<file path="src/rtl/rom_arbiter_pkg.sv">
// rtl/rom_arbiter_pkg.sv - shared FSM encoding, ROM window default and port-select codes
package rom_arbiter_pkg;

  typedef enum logic [1:0] {
    ST_IDLE  = 2'd0,
    ST_ISSUE = 2'd1,
    ST_RESP  = 2'd2
  } state_t;

  localparam logic [11:0] ROM_BASE_DEFAULT = 12'h080;

  localparam logic PORT_IF = 1'b0;
  localparam logic PORT_D  = 1'b1;

endpackage

</file>
<file path="src/rtl/rom_arbiter_rr_pick2.sv">
// rtl/rom_arbiter_rr_pick2.sv - two-way round-robin pick, favours the requester not last served
module rr_pick2
  import rom_arbiter_pkg::*;
(
  input  logic [1:0] req,
  input  logic       last,
  output logic       winner
);

  always_comb begin
    winner = PORT_IF;
    if (req == 2'b11) begin
      winner = ~last;
    end else if (req[PORT_D]) begin
      winner = PORT_D;
    end
  end

endmodule

</file>
<file path="src/rtl/rom_arbiter.sv">
// rtl/rom_arbiter.sv - arbitrates fetch and data ports onto one ROM-Flash port, one access per 3 cycles
module rom_arbiter
  import rom_arbiter_pkg::*;
#(
  parameter logic [11:0] ROM_BASE    = ROM_BASE_DEFAULT,
  parameter bit          WRITE_ALLOW = 1'b0
) (
  input  logic        clock,
  input  logic        reset,
  input  logic        if_req,
  input  logic [31:0] if_addr,
  output logic        if_gnt,
  output logic        if_rvalid,
  output logic [31:0] if_rdata,
  output logic        if_err,
  input  logic        d_req,
  input  logic        d_we,
  input  logic [31:0] d_addr,
  input  logic [31:0] d_wdata,
  output logic        d_gnt,
  output logic        d_rvalid,
  output logic [31:0] d_rdata,
  output logic        d_err,
  output logic [31:0] rom_addr,
  output logic        rom_we,
  output logic [31:0] rom_wdata,
  input  logic [31:0] rom_rdata
);

  state_t      state, state_nxt;
  logic        win_q, last_q, we_q;
  logic [31:0] addr_q, wdata_q;
  logic [31:0] if_rdata_q, d_rdata_q;
  logic        if_err_q, d_err_q;
  logic        pick, legal, resp_err, any_req;
  logic [31:0] resp_data;

  rr_pick2 u_pick (
    .req    ({d_req, if_req}),
    .last   (last_q),
    .winner (pick)
  );

  assign any_req   = if_req | d_req;
  assign legal     = (addr_q[31:20] == ROM_BASE) && (!we_q || WRITE_ALLOW);
  assign resp_err  = !legal;
  assign resp_data = (legal && !we_q) ? rom_rdata : 32'h0;

  always_ff @(posedge clock or posedge reset) begin
    if (reset) begin
      state <= ST_IDLE;
    end else begin
      state <= state_nxt;
    end
  end

  // Handshake and ROM outputs are decoded from state so reset clears them at once.
  always_comb begin
    state_nxt = state;
    if_gnt    = 1'b0;
    d_gnt     = 1'b0;
    if_rvalid = 1'b0;
    d_rvalid  = 1'b0;
    rom_addr  = 32'h0;
    rom_we    = 1'b0;
    rom_wdata = 32'h0;
    if_rdata  = if_rdata_q;
    if_err    = if_err_q;
    d_rdata   = d_rdata_q;
    d_err     = d_err_q;
    case (state)
      ST_IDLE: begin
        if (any_req) state_nxt = ST_ISSUE;
      end
      ST_ISSUE: begin
        state_nxt = ST_RESP;
        if_gnt    = (win_q == PORT_IF);
        d_gnt     = (win_q == PORT_D);
        if (legal) begin
          rom_addr  = addr_q;
          rom_we    = we_q;
          rom_wdata = wdata_q;
        end
      end
      ST_RESP: begin
        state_nxt = ST_IDLE;
        if (win_q == PORT_IF) begin
          if_rvalid = 1'b1;
          if_rdata  = resp_data;
          if_err    = resp_err;
        end else begin
          d_rvalid = 1'b1;
          d_rdata  = resp_data;
          d_err    = resp_err;
        end
      end
      default: state_nxt = ST_IDLE;
    endcase
  end

  always_ff @(posedge clock or posedge reset) begin
    if (reset) begin
      win_q      <= PORT_IF;
      last_q     <= PORT_D;
      we_q       <= 1'b0;
      addr_q     <= 32'h0;
      wdata_q    <= 32'h0;
      if_rdata_q <= 32'h0;
      if_err_q   <= 1'b0;
      d_rdata_q  <= 32'h0;
      d_err_q    <= 1'b0;
    end else begin
      if (state == ST_IDLE && any_req) begin
        win_q   <= pick;
        addr_q  <= (pick == PORT_D) ? d_addr : if_addr;
        we_q    <= (pick == PORT_D) && d_we;
        wdata_q <= (pick == PORT_D) ? d_wdata : 32'h0;
      end
      if (state == ST_ISSUE) last_q <= win_q;
      // Hold the response seen during RESP so rdata/err stay put between pulses.
      if (state == ST_RESP) begin
        if (win_q == PORT_IF) begin
          if_rdata_q <= resp_data;
          if_err_q   <= resp_err;
        end else begin
          d_rdata_q <= resp_data;
          d_err_q   <= resp_err;
        end
      end
    end
  end

endmodule

</file>
<file path="config.mk">
export PLATFORM = sky130hd
export DESIGN_NAME = rom_arbiter
export DESIGN_NICKNAME = d
export VERILOG_FILES = /design/src/rtl/rom_arbiter_pkg.sv /design/src/rtl/rom_arbiter_rr_pick2.sv /design/src/rtl/rom_arbiter.sv
export SDC_FILE = /design/constraint.sdc
export NUM_CORES = 1
export LEC_CHECK = 0
export CAP_MARGIN = 15
export CORE_MARGIN = 8
export CORE_UTILIZATION = 34
export CTS_CLUSTER_SIZE = 30
export DETAILED_ROUTE_END_ITERATION = 6
export DONT_BUFFER_PORTS = 1
export GPL_TIMING_DRIVEN = 0
export PLACE_DENSITY = 0.53
export SETUP_SLACK_MARGIN = 0.5
export SLEW_MARGIN = 20
export SYNTH_ARGS = -nofsm -noshare
export SYNTH_HDL_FRONTEND = slang
export SYNTH_SLANG_ARGS = --single-unit
</file>
<file path="constraint.sdc">
create_clock -name clock -period 5 [get_ports clock]
set_input_delay 0.5 -clock clock [delete_from_list [all_inputs] [get_ports clock]]
set_output_delay 0.5 -clock clock [all_outputs]
set_load 0.01 [all_outputs]
</file>
### Word level (Yosys, flattened, before mapping)

Cells that the tools add are included.

| operators by class | value |
|---|---|
| equal/unequal tests | 5 |
| mux-type cells | 27 |
| bitwise logic cells | 3 |
| reductions and logical operators | 7 |

Operators by type and width:

| kind | number |
|---|---|
| 2-to-1 mux 32 bit | 11 |
| 2-to-1 mux 1 bit | 14 |
| equality test 12 x 8 -> 1 bit (second input constant) | 1 |
| equality test 2 bit (second input constant) | 2 |
| logical AND 1 bit | 4 |
| one-hot mux 2 bit (2 select lines) | 1 |
| equality test 2 x 1 -> 1 bit (second input constant) | 1 |
| zero test 1 bit | 2 |
| zero test 2 bit | 1 |
| 2-to-1 mux 2 bit | 1 |
| inequality test 2 bit (second input constant) | 1 |
| NOT 1 bit | 2 |
| bitwise OR 1 bit | 1 |

| word-level totals | value |
|---|---|
| flip-flop bits (word level) | 135 |
| input port bits | 133 |

### Depth between registers and ports, before layout

| depth | value |
|---|---|
| depth after elaboration | 6 |
| gate-level depth with buffers | 6 |
| mapped depth without buffers | 4 |

### Modules after synthesis

From an unflattened synthesis, not the netlist that was laid out.

| second synthesis, totals | value |
|---|---|
| cells, all modules | 644 |
| area total of the unflattened synthesis | 6309.8 sq um |

By module, submodules not included:

| module | times used | cells an instance | area each (sq um) | sequential area each (sq um) |
|---|---|---|---|---|
| rom_arbiter | 1 | 643 | 6298.5 | 3379.5 |
| rr_pick2 | 1 | 1 | 11.3 | 0.0 |

### Worst setup path after synthesis

No wires, ideal clock.

| timing path | value |
|---|---|
| kind | reg2out |
| start | register state[0] |
| end | output if_rdata[22] |
| arrival | 1459 ps |
| data required time | 4500 ps |
| setup slack | 3041 ps |
| cell stages (with the launch flop) | 7 |
| cell sequence | dfrtp_1 or3b_1 buf_2 clkinv_2 buf_6 nand2_1 o21ai_0 |

| on the way | value |
|---|---|
| cells in the longest elaborated chain, start to end | 2 |

Ends and longest elaborated chain:

| what | line | source |
|---|---|---|
| from (decl) | rom_arbiter.sv:30 | `state_t state, state_nxt;` |
| from (signal assigned) | rom_arbiter.sv:53 | `state <= state_nxt;` |
| equality test 2 bit | rom_arbiter.sv:71 | `case (state)` |
| 2-to-1 mux 32 bit | -- |  |
| to (decl) | rom_arbiter.sv:14 | `output logic [31:0] if_rdata,` |

No other way between the ends.

### Worst setup path in the final report

| timing path | value |
|---|---|
| start | register addr_q[29] |
| end | output if_rdata[1] |

| on the way | value |
|---|---|
| cells in the longest elaborated chain, start to end | 6 |

Ends and longest elaborated chain:

| what | line | source |
|---|---|---|
| from (decl) | rom_arbiter.sv:32 | `logic [31:0] addr_q, wdata_q;` |
| from (signal assigned) | rom_arbiter.sv:115 | `addr_q <= (pick == PORT_D) ? d_addr : if_addr;` |
| equality test 12 x 8 -> 1 bit | rom_arbiter.sv:45 | `assign legal = (addr_q[31:20] == ROM_BASE) && (!we_q \|\| WRITE_ALLOW);` |
| logical AND 1 bit | rom_arbiter.sv:45 |  |
| logical AND 1 bit | rom_arbiter.sv:47 | `assign resp_data = (legal && !we_q) ? rom_rdata : 32'h0;` |
| 2-to-1 mux 32 bit | rom_arbiter.sv:47 |  |
| 2-to-1 mux 32 bit (2 in series) | -- |  |

No other way between the ends.

==> impl_results.md <==
- CTS tree: yes
- Failing checks: negative hold slack
- Post_cts resized: 0
- Area share of the largest cell type after synthesis: 54.5%
- Required @ worst endpoint: 4.50 ns
- Largest net degree at the start of global routing: 77
- Post-DP HPWL: 13800 um
- Final WL: 18000 um
- CP Capture Type: primary output
- Post-synthesis cell type count: 31
- Worst-path clk slew: 0.06 ns
- Drt first pass iters: 5
- Die Ht: 151 um
- Final hold violations: 21
- Starting Density: 34.5%
- Final cell count without fillers: 884
- Placer Congestion: 0.766
- Clock skew: 0.00938 ns
- Crit Path Category: reg -> out
- Post-synthesis simple-gate area fraction: 14.2%
- Post-Synthesis Cells: 611
- Clock buffer count from CTS: 17
- P&R area growth vs syn: 15.2%
- Max-slew violations: 0
- Post-CTS Setup Bufs: 0
- Slew HR: 49.4%
- H-tree Lvls: 4
- CTS root buf: clkbuf_16
- Overflow after GRT: 0
- R2R Path Start: addr_q[29]$_DFFE_PP0P_
- Fin nets: 775
- Number of synthesized register bits: 135
- R2r endpoint: if_rdata_q[1]$_DFF_PP0_
- Vias per cell: 4.96
- Leading area contributor after synthesis: dfrtp_1
- Peak Freq: 343 MHz
- Status: finished with violations
- Sinks on Clock Net: 135
- Dpl ws: 2.43 ns
- # hold bufs at CTS: 0
- LEAKAGE: 3.14 nW
- Clk_lat worst skew: 0.41 ns
- Placed Cells: 852
- Fillers: 1754
- Site Rows: 49
- Flop2flop setup slack: 2.82 ns
- Share of cells above drive strength 1: 17.1%
- Worst Setup SP: addr_q[29]$_DFFE_PP0P_
- I/O pins: 268
- Maxcap violations: 0
- Startpoint Class: flip-flop
- Worst hold path type: in -> async
- Post-Syn Area per Cell: 10.1 um^2
- Final worst slack: 2.08 ns
- Compound-gate portion of the synthesized area: 10.5%
- Detailed-route via count: 4381
- Core area: 17800 um^2
- WP data arrival: 2.42 ns
- Final setup vio count: 0
- Synth warnings: 0
- Max VDD drop: 0.000301 V
- Initial antenna violation count: 0
- Clock buffer depth: 2
- Max FO, Critical Path: 10
- Post-synthesis mux area share: 11.3%
- Fin crit share: 58.4%
- Final hold slack: -0.0223 ns
- Global-route wire length before repair: 27700 um
- GRT Resource Usage Total: 16.0%
- Synth Cell Area: 6150 um^2
- Xor/xnor share of the synthesized area: 0%
- Remaining DRCs: 0
- Die area: 22700 um^2
- Register area share after synthesis: 54.9%
- Inserted Diodes: 0
- RSZ-0062 raised after global routing: false
- Post-Synth Adder-Cell Area: 0%
- Min Tclk post-route: 2.92 ns
- Antenna Nets Post-Route: 0
- Slew @ Worst Pin: 0.759 ns
- Main combinational cell family by area after synthesis: simple AND/OR/NAND/NOR gates
- DR iter-0 viols: 166
- Number of global-route vias before repair: 4720
- Port Buffers: 0
- Synth area leaders: dfrtp_1, nand2_1, mux2i_1
- PwrDens: 599 nW/um^2
- Worst-case reg-to-reg path depth: 5
- Routed len/inst: 20.4 um
- Die X: 151 um
==> synthesized netlist by cell type, drive strengths merged <==
cell type / n
nand2: 128
a22o: 33
a21o: 2
conb: 1
or3b: 1
clkinv: 2
nand2b: 1
clkbuf: 17
mux2i: 40
nand4: 1
inv: 56
nor4: 1
o21ai: 65
nor4b: 1
nand3b: 1
and2: 1
dfstp: 1
nor2: 5
a21boi: 1
dfrtp: 134
nor3: 53
mux2: 26
buf: 40
==> through the flow <==
step	utilization [%]	hold WS, ns	area [um^2]	TNS [ns]	power (mW)
5_1_grt	39.7	0.00860	7090	0	4.55
2_1_floorplan	-	0.472	6190	0	2.70
4_1_cts	39.7	0.0153	7090	0	4.32
6_report	39.7	-0.0223	7090	0	4.25
3_5_place_dp	36.5	0.464	6520	0	3.07
3_3_place_gp	36.3	0.489	6480	-81.53	3.01
==> worst max path at each step <==
stage	to	slack (ns)	cells after the start
finish	if_rdata[1]	2.08	5
detailed placement	d_rdata[26]	2.43	5
global placement	if_rdata_q[8]$_DFF_PP0_	-0.62	1
floorplan	addr_q[0]$_DFFE_PP0P_	0.89	1
global route	if_rdata[0]	1.83	5
CTS	d_rdata[26]	1.98	5
==> where the power goes <==
| part | leakage (nW) | total [mW] | internal [mW] | switching (mW) |
|---|---|---|---|---|
| Clock | 0.284 | 1.22 | 0.746 | 0.476 |
| Combinational | 1.11 | 1.32 | 0.476 | 0.846 |
| Sequential | 1.75 | 1.71 | 1.52 | 0.183 |
| Total | 3.14 | 4.25 | 2.74 | 1.51 |
==> cells in the final DEF (no fill, tap or decap), types with 17 or more instances in the layout <==
master,netlist,layout
buf_4,17,17
o21ai_1,28,28
inv_1,55,54
a22o_1,33,33
o21ai_0,36,36
nand2_1,128,128
mux2i_1,40,40
dfrtp_1,134,134
mux2_2,26,26
clkbuf_1,17,19
clkbuf_16,0,17
nor3_1,44,44
==> cells by family after synthesis <==
logic type,after synthesis
buffers and inverters,115
AOI/OAI and AO/OA,101
and+or+nand+nor,193
DFF,135
other,1
muxes,66
==> layout make-up <==
cell class | instances | area [um^2] | area share (%)
repair buffers | 1 | 27.5 | 0.388
inverters | 58 | 226 | 3.19
multi-input cells | 372 | 2250 | 31.8
well taps | 229 | 287 | 4.04
plain buffers | 57 | 342 | 4.82
clock inverters | 12 | 128 | 1.80
clock buffers | 20 | 447 | 6.30
flip-flops and latches | 135 | 3380 | 47.7
==> routing by layer <==
metal | GRT usage [%] | part of all wire [%] | vias up | wire length (um)
met1 | 18.4 | 39 | 2100 | 7050
met4 | 4.60 | 0.98 | 0 | 177
met2 | 25.2 | 47 | 208 | 8440
met3 | 8.69 | 13 | 12 | 2380
met5 | 0 | 0 | - | 0
li1 | - | - | 2061 | -
==> flip-flops by register name (all words and copies together) (netlist names) <==
name / count
addr_q: 32
d_rdata_q: 32
if_rdata_q: 32
wdata_q: 32
state: 2
d_err_q: 1
if_err_q: 1
last_q: 1
we_q: 1
win_q: 1
==> critical path, cell delays in order (launching register included) <==
cell      delay [ns]
dfrtp_1         0.39
nor3_1          0.34
nand4_1         0.17
buf_2           0.27
clkbuf_1        0.28
o21ai_0         0.56
Power figures use the tool's default switching activity.
